`src/rtl/bram_snap_writer.sv`:
```
// Capture engine for the fabric-side write port of the snapshot BRAM: once armed and
// triggered, it writes a programmed number of valid words to addresses 0, 1, 2, ...
module bram_snap_writer #(
  parameter int DEPTH  = 10,
  parameter int DWIDTH = 32
) (
  input  logic              clk,
  input  logic              rst_n,
  input  logic              arm,
  input  logic              trig,
  input  logic [DEPTH:0]    capture_len,
  input  logic [DWIDTH-1:0] din,
  input  logic              din_valid,
  output logic              bram_we,
  output logic [DEPTH-1:0]  bram_addr,
  output logic [DWIDTH-1:0] bram_wr_data,
  output logic              busy,
  output logic              done,
  output logic [DEPTH:0]    words_written
);

  typedef enum logic [1:0] {
    ST_IDLE    = 2'd0,
    ST_ARMED   = 2'd1,
    ST_CAPTURE = 2'd2,
    ST_DONE    = 2'd3
  } state_t;

  localparam logic [DEPTH:0] FULL_LEN = {1'b1, {DEPTH{1'b0}}};
  localparam logic [DEPTH:0] ONE      = {{DEPTH{1'b0}}, 1'b1};

  state_t         state_r;
  state_t         state_s;
  logic           arm_q_r;
  logic [DEPTH:0] len_r;
  logic [DEPTH:0] len_eff_s;
  logic [DEPTH:0] count_inc_s;
  logic           arm_edge_s;
  logic           window_s;
  logic           accept_s;
  logic           last_s;

  // Arm edge detection, length normalisation and word acceptance
  always_comb begin
    arm_edge_s  = arm & ~arm_q_r;
    count_inc_s = words_written + ONE;
    if ((capture_len == {(DEPTH+1){1'b0}}) || (capture_len > FULL_LEN)) begin
      len_eff_s = FULL_LEN;
    end else begin
      len_eff_s = capture_len;
    end
    window_s = (state_r == ST_CAPTURE) || ((state_r == ST_ARMED) && trig);
    accept_s = window_s && din_valid && (words_written < len_r) && !arm_edge_s;
    last_s   = accept_s && (count_inc_s == len_r);
  end

  // Next-state logic; an arm edge restarts from ARMED no matter where we are
  always_comb begin
    state_s = state_r;
    if (arm_edge_s) begin
      state_s = ST_ARMED;
    end else begin
      case (state_r)
        ST_IDLE:    state_s = ST_IDLE;
        ST_ARMED: begin
          if (trig) begin
            state_s = last_s ? ST_DONE : ST_CAPTURE;
          end else begin
            state_s = ST_ARMED;
          end
        end
        ST_CAPTURE: begin
          if (last_s) begin
            state_s = ST_DONE;
          end else begin
            state_s = ST_CAPTURE;
          end
        end
        ST_DONE:    state_s = ST_DONE;
        default:    state_s = ST_IDLE;
      endcase
    end
  end

  // State, status and BRAM write-port registers. arm_q resets high so an arm
  // held through reset is not mistaken for a fresh rising edge.
  always_ff @(posedge clk or negedge rst_n) begin
    if (!rst_n) begin
      state_r       <= ST_IDLE;
      arm_q_r       <= 1'b1;
      len_r         <= {(DEPTH+1){1'b0}};
      words_written <= {(DEPTH+1){1'b0}};
      bram_we       <= 1'b0;
      bram_addr     <= {DEPTH{1'b0}};
      bram_wr_data  <= {DWIDTH{1'b0}};
      busy          <= 1'b0;
      done          <= 1'b0;
    end else begin
      state_r <= state_s;
      arm_q_r <= arm;
      busy    <= (state_s == ST_ARMED) || (state_s == ST_CAPTURE);
      done    <= (state_s == ST_DONE);
      if (arm_edge_s) begin
        len_r         <= len_eff_s;
        words_written <= {(DEPTH+1){1'b0}};
        bram_we       <= 1'b0;
        bram_addr     <= {DEPTH{1'b0}};
      end else if (accept_s) begin
        bram_we       <= 1'b1;
        bram_addr     <= words_written[DEPTH-1:0];
        bram_wr_data  <= din;
        words_written <= count_inc_s;
      end else begin
        bram_we <= 1'b0;
      end
    end
  end

endmodule
```
`config.mk`:
```
export PLATFORM = sky130hd
export DESIGN_NAME = bram_snap_writer
export DESIGN_NICKNAME = d
export VERILOG_FILES = /design/src/rtl/bram_snap_writer.sv
export SDC_FILE = /design/constraint.sdc
export NUM_CORES = 1
export LEC_CHECK = 0
export ABC_AREA = 0
export BUFFER_PORTS_ARGS = -buffer_cell sky130_fd_sc_hd__buf_4
export CAP_MARGIN = 20
export CELL_PAD_IN_SITES_DETAIL_PLACEMENT = 1
export CELL_PAD_IN_SITES_GLOBAL_PLACEMENT = 2
export CORE_MARGIN = 4
export CORE_UTILIZATION = 32
export DETAILED_ROUTE_END_ITERATION = 6
export HOLD_SLACK_MARGIN = 0.12
export PLACE_DENSITY = 0.81
export SYNTH_ARGS = -nofsm -noshare
export SYNTH_HDL_FRONTEND = slang
export SYNTH_SLANG_ARGS = --single-unit
```
`constraint.sdc`:
```
create_clock -name clk -period 3.1 [get_ports clk]
set_input_delay 0.62 -clock clk [delete_from_list [all_inputs] [get_ports clk]]
set_output_delay 0.62 -clock clk [all_outputs]
set_load 0.02 [all_outputs]
```
==> impl_results.md <==
* Status: completed
* Hold_buf cts at 0
* Synth area leader: dfrtp_1
* DR vias/cell at about 4.8
* Die Footprint at roughly 0.012 mm2
* HPWL Detailed at 6.57 mm
* Highest Clock Rate at around 390 MHz
* Largest net degree at the start of global routing at 71
* First drt pass iteration count at 4
* Total GRT Usage at approximately 15%
* Commonest non-fill, non-tap cell in the layout: buf_4
* Area delta synth->final at 32.8%
* Crit path max-delay cell type: dfrtp_1
* Cts repair resizes at 0
* WL final at between 8 and 9 mm
* Finished Cell Area at around 0.0045 mm2
* Clock transition at path regs at ~0.080 ns
* Final-report hold violation count at 0
* Worst skew pair latency at between 0.3 and 0.4 ns
* Post-Syn Area at between 0.003 and 0.004 mm2
* Crit path time final at between 2 and 3 ns
* Post-route insts no fill at 538
* Drt drc at 0
* Worst setup SP type: flip-flop
* Area of the multi-input gates at 0.00148 mm2
* Critical Path Sink Type: flip-flop
* Final period utilization at between 80% and 90%
* Max Cap Viol at 0
* Initial antenna violation count at 0
* I/O pin count at around 100
* Remaining antenna violation count at 0
* Setup TNS at 0 ns
* Max FO, Critical Path at 10
* Power Density at ~700 mW/mm2
* CP top delay family: simple AND/OR/NAND/NOR gates
* Unrepaired setup endpoints after global routing: false
* Post-Syn Instances at 293
* Mapped Nets at approximately 350
* Port bufs at between 100 and 150
* Share of the synthesized area in the top cell type at 51.2%
* CP Class: flip-flop to flip-flop
* Vert. Die Dim at roughly 110 um
* Warnings, synthesis at 0
* Initial cell density of the core at around 33%
* Die Wd at 111 um
* Filler instances at around 1200
* Drt wl/cell at about 16 um
* Core area at between 0.01 and 0.015 mm2
* Max clock buf depth at 2
* CTS tree: yes
* Most frequent cells in the layout: buf_4, dfrtp_1, mux2_2
* Dpl cells at 522
* Clock Skew at ~0.014 ns
* Grt total ovfl at 0
* Depth of the CTS H-tree at 3
* Ordered list of cells on the worst path: nand3_4 > or3_1 > xnor2_2 > nand4b_1 > mux2_4 > o31ai_2 > ha_1
* Tightest Pin Transition at a little under 0.9 ns
* WP data arrival at 2.81 ns
* Finish-stage setup viols at 0
* VDD IR max at approximately 0.27 mV
* Clk sink count at 70
* DRT iter0 DRCs at between 80 and 90
* Biggest cell delay along the critical path at 0.56 ns
* HP Class: input port to async pin
* Dpl cell area at roughly 0.0043 mm2
* Worst Path Buf+Inv at 0
* Root buffer cell: clkbuf_8
* Share of cells above drive strength 1 at roughly two fifths
* Vias in the first global route at roughly 2800
* Post-CTS setup buffers at 0
* Synthesized area per cell at 11.5 um2
* Synth Register Bits at 70
* # diodes at 0
* Placer Congestion at roughly 0.78
* First-pass GRT wire length at 14.6 mm
* Slew Limit Headroom at about two fifths
* Vias at about 2600
* Num CTS Buffers at 9
* Std cell rows at 37
* Register area share after synthesis at 51.9%
* Slew Viols, Final at 0
* Synth cell types at 46
* LEAKAGE at between 2 and 2.5 nW
* CP required at 3.33 ns
* Top post-synthesis cells by area: dfrtp_1, mux2_2, ha_1
* Nets at 458
* Sequential cell area at between 0.0015 and 0.002 mm2
* Hold_ws at about 0.38 ns
-- path summary, 6_finish.rpt --
path | from | to | slack [ns] | cells after the start
max | words_written[2] | busy | 0.52 | 7
min | rst_n | len_r[8] | 0.38 | 1
max reg2reg | words_written[2] | busy | 0.52 | 7
min reg2reg | len_r[0] | len_r[0] | 0.50 | 2
max in group asynchronous | rst_n | words_written[5] | 2.12 | 1
min in group clk | arm | arm_q_r | 0.39 | 1
-- routing by layer --
layer	global-route usage (%)	wire length (um)	up-vias
met5	0	0	-
li1	-	-	1240
met4	6.49	184	0
met1	19.0	3980	1266
met2	24.5	4390	50
met3	2.02	290	15
-- worst reg2reg max path, stage by stage (launching register included) --
cell      delay, ns
dfrtp_1        0.56
nand3_4        0.18
or3_1          0.55
xnor2_2        0.18
nand4b_1       0.10
mux2_4         0.27
o31ai_2        0.35
ha_1           0.29
-- power breakdown --
part / leakage, nW / switching, W / internal [W] / total [W]
sequential: 0.879 / 0.000139 / 0.00113 / 0.00127
clock: 0.107 / 0.000371 / 0.000461 / 0.000832
combinational: 1.17 / 0.000586 / 0.000532 / 0.00112
total: 2.16 / 0.00110 / 0.00213 / 0.00322
-- kinds of logic after synthesis --
logic type / share of synthesized area [%]
buffers and inverters: 4.38
adders and majority gates: 4.82
DFF: 51.9
and+or+nand+nor: 11.6
xor gates and xnor gates: 4.38
muxes: 14.7
AOI/OAI and AO/OA: 8.16
-- synth_stat cells (all sizes together) --
library cell and count:
a21boi 1, nor3 3, or4 3, buf 8, o31ai 4, nand4b 2
or3 8, a211o 1, nand4 3, a211oi 2, ha 13, o211ai 1
nor2 21, mux2 33, dfrtp 69, nand2 12, o21ai 18, a22oi 1
o22a 1, inv 15, nor4 3, and3 1, nand3 13, mux2i 12
xnor2 11, a31oi 1, nor2b 2, nand2b 1, a2bb2oi 1, dfstp 1
xor2 5, a21oi 13, nor3b 1, or3b 1, clkbuf 6, a21o 1
o21a 1
-- layout make-up --
cell class | instances | area share [%]
well taps | 136 | 3.80
clock inverters | 6 | 2.09
clock buffers | 10 | 2.85
repair buffers | 107 | 17.9
flip-flops and latches | 70 | 39.1
multi-input cells | 194 | 33.0
inverters | 15 | 1.26
-- sequential cells by signal, indices dropped and copies added, names as in the netlist --
signal         cells
busy               1
arm_q_r            1
len_r             11
words_written     11
state_r            2
bram_addr         10
done               1
bram_we            1
bram_wr_data      32
-- per-stage QoR --
step | power (W) | util (%) | setup WS [ns]
CTS | 0.00327 | 43.6 | 0.488
global route | 0.00340 | 43.6 | 0.398
finish | 0.00322 | 43.6 | 0.522
detailed placement | 0.00243 | 41.4 | 0.480
global placement | 0.00240 | 41.4 | 0.614
floorplan | 0.00191 | - | 0.758
No activity file was read; power rests on OpenSTA's default activity.
